<file path="config.mk">
export PLATFORM = sky130hd
export DESIGN_NAME = instr_fetch_unit
export DESIGN_NICKNAME = d
export VERILOG_FILES = /design/src/rtl/rv_pkg.sv /design/src/rtl/fetch_pc_reg.sv /design/src/rtl/instr_fetch_unit.sv
export SDC_FILE = /design/constraint.sdc
export NUM_CORES = 1
export LEC_CHECK = 0
export BUFFER_PORTS_ARGS = -buffer_cell sky130_fd_sc_hd__buf_2
export CAP_MARGIN = 10
export CORE_ASPECT_RATIO = 0.8
export CORE_MARGIN = 3
export CORE_UTILIZATION = 29
export DETAILED_ROUTE_END_ITERATION = 8
export PLACE_DENSITY = 0.57
export SYNTH_ARGS = -nofsm -noshare
export SYNTH_HDL_FRONTEND = slang
export SYNTH_SLANG_ARGS = --single-unit
export TNS_END_PERCENT = 5
</file>
<file path="constraint.sdc">
create_clock -name clk -period 2 [get_ports clk]
set_input_delay 0.6 -clock clk [delete_from_list [all_inputs] [get_ports clk]]
set_output_delay 0.6 -clock clk [all_outputs]
set_load 0.05 [all_outputs]
</file>
<file path="src/rtl/rv_pkg.sv">
// Shared RV definitions: opcode constants, fetch state encoding, instruction width.
package rv_pkg;

  localparam int INSTR_W = 32;

  localparam logic [6:0] OPC_RTYPE  = 7'b0110011;
  localparam logic [6:0] OPC_ITYPE  = 7'b0010011;
  localparam logic [6:0] OPC_LOAD   = 7'b0000011;
  localparam logic [6:0] OPC_STORE  = 7'b0100011;
  localparam logic [6:0] OPC_BRANCH = 7'b1100011;

  typedef enum logic [1:0] {
    S_IDLE  = 2'd0,
    S_REQ   = 2'd1,
    S_HOLD  = 2'd2,
    S_FAULT = 2'd3
  } fetch_state_t;

  function automatic logic [6:0] opcode_of(input logic [INSTR_W-1:0] word);
    return word[6:0];
  endfunction

endpackage

</file>
<file path="src/rtl/fetch_pc_reg.sv">
// Program counter with next-PC selection: sequential pc+4 or word-aligned branch target.
module fetch_pc_reg #(
  parameter int                 ADDR_W   = 32,
  parameter logic [ADDR_W-1:0]  RESET_PC = '0
) (
  input  logic              clk,
  input  logic              rst_n,
  input  logic              advance,
  input  logic              branch_taken,
  input  logic [ADDR_W-1:0] branch_target,
  output logic [ADDR_W-1:0] pc
);

  logic [ADDR_W-1:0] seq_pc;
  logic [ADDR_W-1:0] aligned_target;
  logic [ADDR_W-1:0] next_pc;

  // the low two bits are dropped so pc stays word aligned; +4 wraps naturally
  assign seq_pc         = pc + ADDR_W'(4);
  assign aligned_target = branch_target & ~ADDR_W'(3);
  assign next_pc        = branch_taken ? aligned_target : seq_pc;

  always_ff @(posedge clk or negedge rst_n) begin
    if (!rst_n) begin
      pc <= RESET_PC;
    end else if (advance) begin
      pc <= next_pc;
    end
  end

endmodule

</file>
<file path="src/rtl/instr_fetch_unit.sv">
// Fetch stage: one outstanding imem request, instruction register, valid/ready to decode.
// Optional FETCH_MISALIGN_CHECK_EN traps misaligned branch targets into a sticky fault.
module instr_fetch_unit
  import rv_pkg::*;
#(
  parameter int                 ADDR_W   = 32,
  parameter logic [ADDR_W-1:0]  RESET_PC = '0
) (
  input  logic               clk,
  input  logic               rst_n,
  output logic               imem_req,
  output logic [ADDR_W-1:0]  imem_addr,
  input  logic               imem_rvalid,
  input  logic [INSTR_W-1:0] imem_rdata,
  output logic               instr_valid,
  input  logic               instr_ready,
  output logic [INSTR_W-1:0] instr,
  output logic [6:0]         opcode,
  output logic [ADDR_W-1:0]  instr_pc,
  input  logic               branch_taken,
  input  logic [ADDR_W-1:0]  branch_target,
  output logic               fetch_fault
);

  fetch_state_t      state;
  logic [ADDR_W-1:0] pc;
  logic              transfer;
  logic              misalign;
  logic              pc_advance;

  assign transfer = instr_valid & instr_ready;

`ifdef FETCH_MISALIGN_CHECK_EN
  assign misalign = branch_taken & (branch_target[1:0] != 2'b00);
`else
  assign misalign = 1'b0;
`endif

  // a faulting redirect leaves pc pointing at the last good fetch
  assign pc_advance = transfer & ~misalign;

  fetch_pc_reg #(
    .ADDR_W   (ADDR_W),
    .RESET_PC (RESET_PC)
  ) u_pc_reg (
    .clk           (clk),
    .rst_n         (rst_n),
    .advance       (pc_advance),
    .branch_taken  (branch_taken),
    .branch_target (branch_target),
    .pc            (pc)
  );

  assign imem_addr = pc;
  assign opcode    = opcode_of(instr);

`ifdef FETCH_MISALIGN_CHECK_EN
  logic fault_q;
  assign fetch_fault = fault_q;
`else
  assign fetch_fault = 1'b0;
`endif

  always_ff @(posedge clk or negedge rst_n) begin
    if (!rst_n) begin
      state       <= S_IDLE;
      imem_req    <= 1'b0;
      instr_valid <= 1'b0;
      instr       <= '0;
      instr_pc    <= '0;
`ifdef FETCH_MISALIGN_CHECK_EN
      fault_q     <= 1'b0;
`endif
    end else begin
      case (state)
        S_IDLE: begin
          state    <= S_REQ;
          imem_req <= 1'b1;
        end
        S_REQ: begin
          if (imem_rvalid) begin
            instr       <= imem_rdata;
            instr_pc    <= pc;
            imem_req    <= 1'b0;
            instr_valid <= 1'b1;
            state       <= S_HOLD;
          end
        end
        S_HOLD: begin
          // rvalid here is a protocol violation and is deliberately ignored
          if (instr_ready) begin
            instr_valid <= 1'b0;
            if (misalign) begin
`ifdef FETCH_MISALIGN_CHECK_EN
              fault_q  <= 1'b1;
              state    <= S_FAULT;
`endif
              imem_req <= 1'b0;
            end else begin
              imem_req <= 1'b1;
              state    <= S_REQ;
            end
          end
        end
`ifdef FETCH_MISALIGN_CHECK_EN
        S_FAULT: begin
          imem_req    <= 1'b0;
          instr_valid <= 1'b0;
        end
`endif
        default: begin
          state       <= S_IDLE;
          imem_req    <= 1'b0;
          instr_valid <= 1'b0;
        end
      endcase
    end
  end

endmodule

</file>
==> flow_metrics.env <==
export IMPL_outcome="completed"
export IMPL_synthesis_area_sq_mm=0.00453
export IMPL_drive_above_1_share=0.484
export IMPL_critPathSlowestCell="dfrtp_2"
export IMPL_period_share=0.918
export IMPL_clock_path_buffers=2
export IMPL_synth_seq_area_share=0.525
export IMPL_grt_usage=0.148
export IMPL_crit_arrival_ns=2.10
export IMPL_worstSetupPathType="reg -> reg"
export IMPL_tritoncts="done"
export IMPL_post_cts_buffers=0
export IMPL_gp_congestion=0.775
export IMPL_grt_start_max_net_pins=96
export IMPL_cpPeakStageDelay_ns=0.37
export IMPL_num_antenna_cells=0
export IMPL_synth_area_per_cell_sq_um=11.1
export IMPL_drt_wl_total_mm=12.5
export IMPL_cts_buffers_inserted=9
export IMPL_critPathMaxFanout=14
export IMPL_cts_hold_buf=0
export IMPL_synth_edf_count=0
export IMPL_ys_types=55
export IMPL_fp_dieH_um=118
export IMPL_crit_end="u_pc_reg.pc[28]"
export IMPL_finalNetCount=647
export IMPL_rsz0062_at_grt="yes"
export IMPL_crit_start="u_pc_reg.pc[2]"
export IMPL_ys_flop_type="dfrtp_1"
export IMPL_ys_async_sr_fraction=1.00
export IMPL_ys_warn_count=0
export IMPL_setup_slack_ns=0.163
export IMPL_drt_iter0_drc=218
export IMPL_setup_violations=0
export IMPL_fin_skew_ns=0.00948
export IMPL_tightest_slew_ns=0.550
export IMPL_setup_tns_ns=0
export IMPL_io_buffer_count=167
export IMPL_core_sq_mm=0.0152
export IMPL_initial_core_util=0.299
export IMPL_required_ns=2.26
export IMPL_worstSetupStartpointType="flip-flop"
export IMPL_vias=3852
export IMPL_die_area_sq_mm=0.0172
export IMPL_place_hpwl_mm=9.10
export IMPL_viasPerCell=4.87
export IMPL_rr_startpoint="u_pc_reg.pc[2]"
export IMPL_clk_latency_ns=0.35
export IMPL_path_clk_slew_ns=0.06
export IMPL_endpoint_kind="flip-flop"
export IMPL_grt_pass1_vias=3960
export IMPL_dr_pass1_iters=4
export IMPL_relSlewSlack=0.633
export IMPL_worstPathCellList="ha_1, nand4_2, nor3_2, buf_4, nand4_1, nor2_1, mux2i_1"
export IMPL_cts_resized=0
export IMPL_fmax_ghz=0.544
export IMPL_layout_cells_non_filler=791
export IMPL_area_delta_synth_final_pct=31.8
export IMPL_grt_pass1_wl_mm=20.6
export IMPL_ys_ff_latch=95
export IMPL_clock_sinks=95
export IMPL_fin_crit_ns=1.84
export IMPL_place_inst=776
export IMPL_timing_rr_end="u_pc_reg.pc[28]"
export IMPL_postRouteAntennaNets=0
export IMPL_antenna_found_initial=0
export IMPL_fp_row_count=40
export IMPL_cts_root_buf="clkbuf_16"
export IMPL_dp_slack_ns=0.133
export IMPL_reg2reg_depth=7
export IMPL_gr_total_overflow=0
export IMPL_ios=175
export IMPL_drc=0
export IMPL_maxSlewViolCount=0
export IMPL_htreeDepth=3
export IMPL_syn_inst=407
export IMPL_wl_per_cell_um=15.8
export IMPL_die_w_um=146
export IMPL_r2r_slack_ns=0.16
export IMPL_drv_cap=0
export IMPL_worstHoldPathType="in -> async"
export IMPL_hold_viol=0
synthesized netlist by cell type (all sizes together), types with 2 or more instances:
cell,count,area [sq um]
dfrtp,95,2380
mux2,59,664
nand2,30,113
o21ai,30,150
a21oi,28,140
buf,23,161
nor2,22,82.6
clkbuf,15,56.3
nand3,11,60.1
nand4,10,83.8
and3,8,60.1
nor3,8,56.3
mux2i,7,70.1
nor4,5,37.5
o21a,5,37.5
o22ai,5,31.3
and4,4,37.5
inv,4,15.0
or3,4,25.0
a22oi,3,22.5
a2bb2oi,3,26.3
and2,3,18.8
o22a,3,26.3
a31oi,2,12.5
o211ai,2,15.0
area by class of cell:
class	count	area, sq um
fill	1511	9190
sequential	95	2380
multi-input combinational	274	1950
timing repair buffer	193	1070
clock buffer	13	280
tap	210	263
inverter	4	15.0
clock inverter	2	13.8
flip-flops by register name, summed over array words and instances (netlist names):
name and count:
instr 32, instr_valid 1, u_pc_reg.pc 30, instr_pc 30
state 2
layer usage:
metal,global-route usage,part of all wire,routed length (um)
met5,0,0,0
met4,0.0439,0.012,153
met3,0.0504,0.080,999
met2,0.242,0.47,5850
met1,0.187,0.44,5510
cells in the final DEF (no fill, tap or decap), types with 9 or more instances in the layout:
cell and n:
buf_2 166, dfrtp_1 93, mux2_2 59, nand2_1 30, o21ai_0 30, a21oi_1 28, buf_4 24, nor2_1 22
nand3_1 10, clkbuf_16 9
how the worst min path moves through the flow:
stage                            to  slack (ns)  cells past startpoint
detailed placement     instr_pc[10]        0.47                      2
global placement       instr_pc[10]        0.47                      2
CTS                 u_pc_reg.pc[30]        0.33                      2
finish                 instr_pc[24]        0.29                      2
global route        u_pc_reg.pc[30]        0.32                      2
floorplan                  instr[0]        0.30                      0
cells by family (layout without fill, tap and decap cells):
family / after synthesis / after routing / synth area share
fa+ha+maj: 1 / 1 / 0.00276
mux: 66 / 66 / 0.162
other cells: 1 / 5 / 0.000827
buf+inv: 42 / 212 / 0.0513
compound gates: 92 / 92 / 0.123
flops: 95 / 95 / 0.525
simple gates: 110 / 110 / 0.136
worst max-delay path, delay by kind of cell (launching register included):
kind	cells	cell delay, ns
AND/OR/NAND/NOR	4	0.76
flip-flops	1	0.37
buffers and inverters	1	0.21
multiplexers	1	0.21
adder cells (fa/ha/maj)	1	0.20
metrics by stage:
stage	instance area (sq um)	utilization	hold WS, ns
2_1_floorplan	4550	-	0.304
3_3_place_gp	5670	0.374	0.467
3_5_place_dp	5670	0.374	0.471
4_1_cts	5960	0.393	0.325
5_1_grt	5970	0.394	0.322
6_report	5970	0.394	0.286
Power is not shown: default switching activity piles up to over one toggle a cycle in this logic, so the estimate is an artifact.
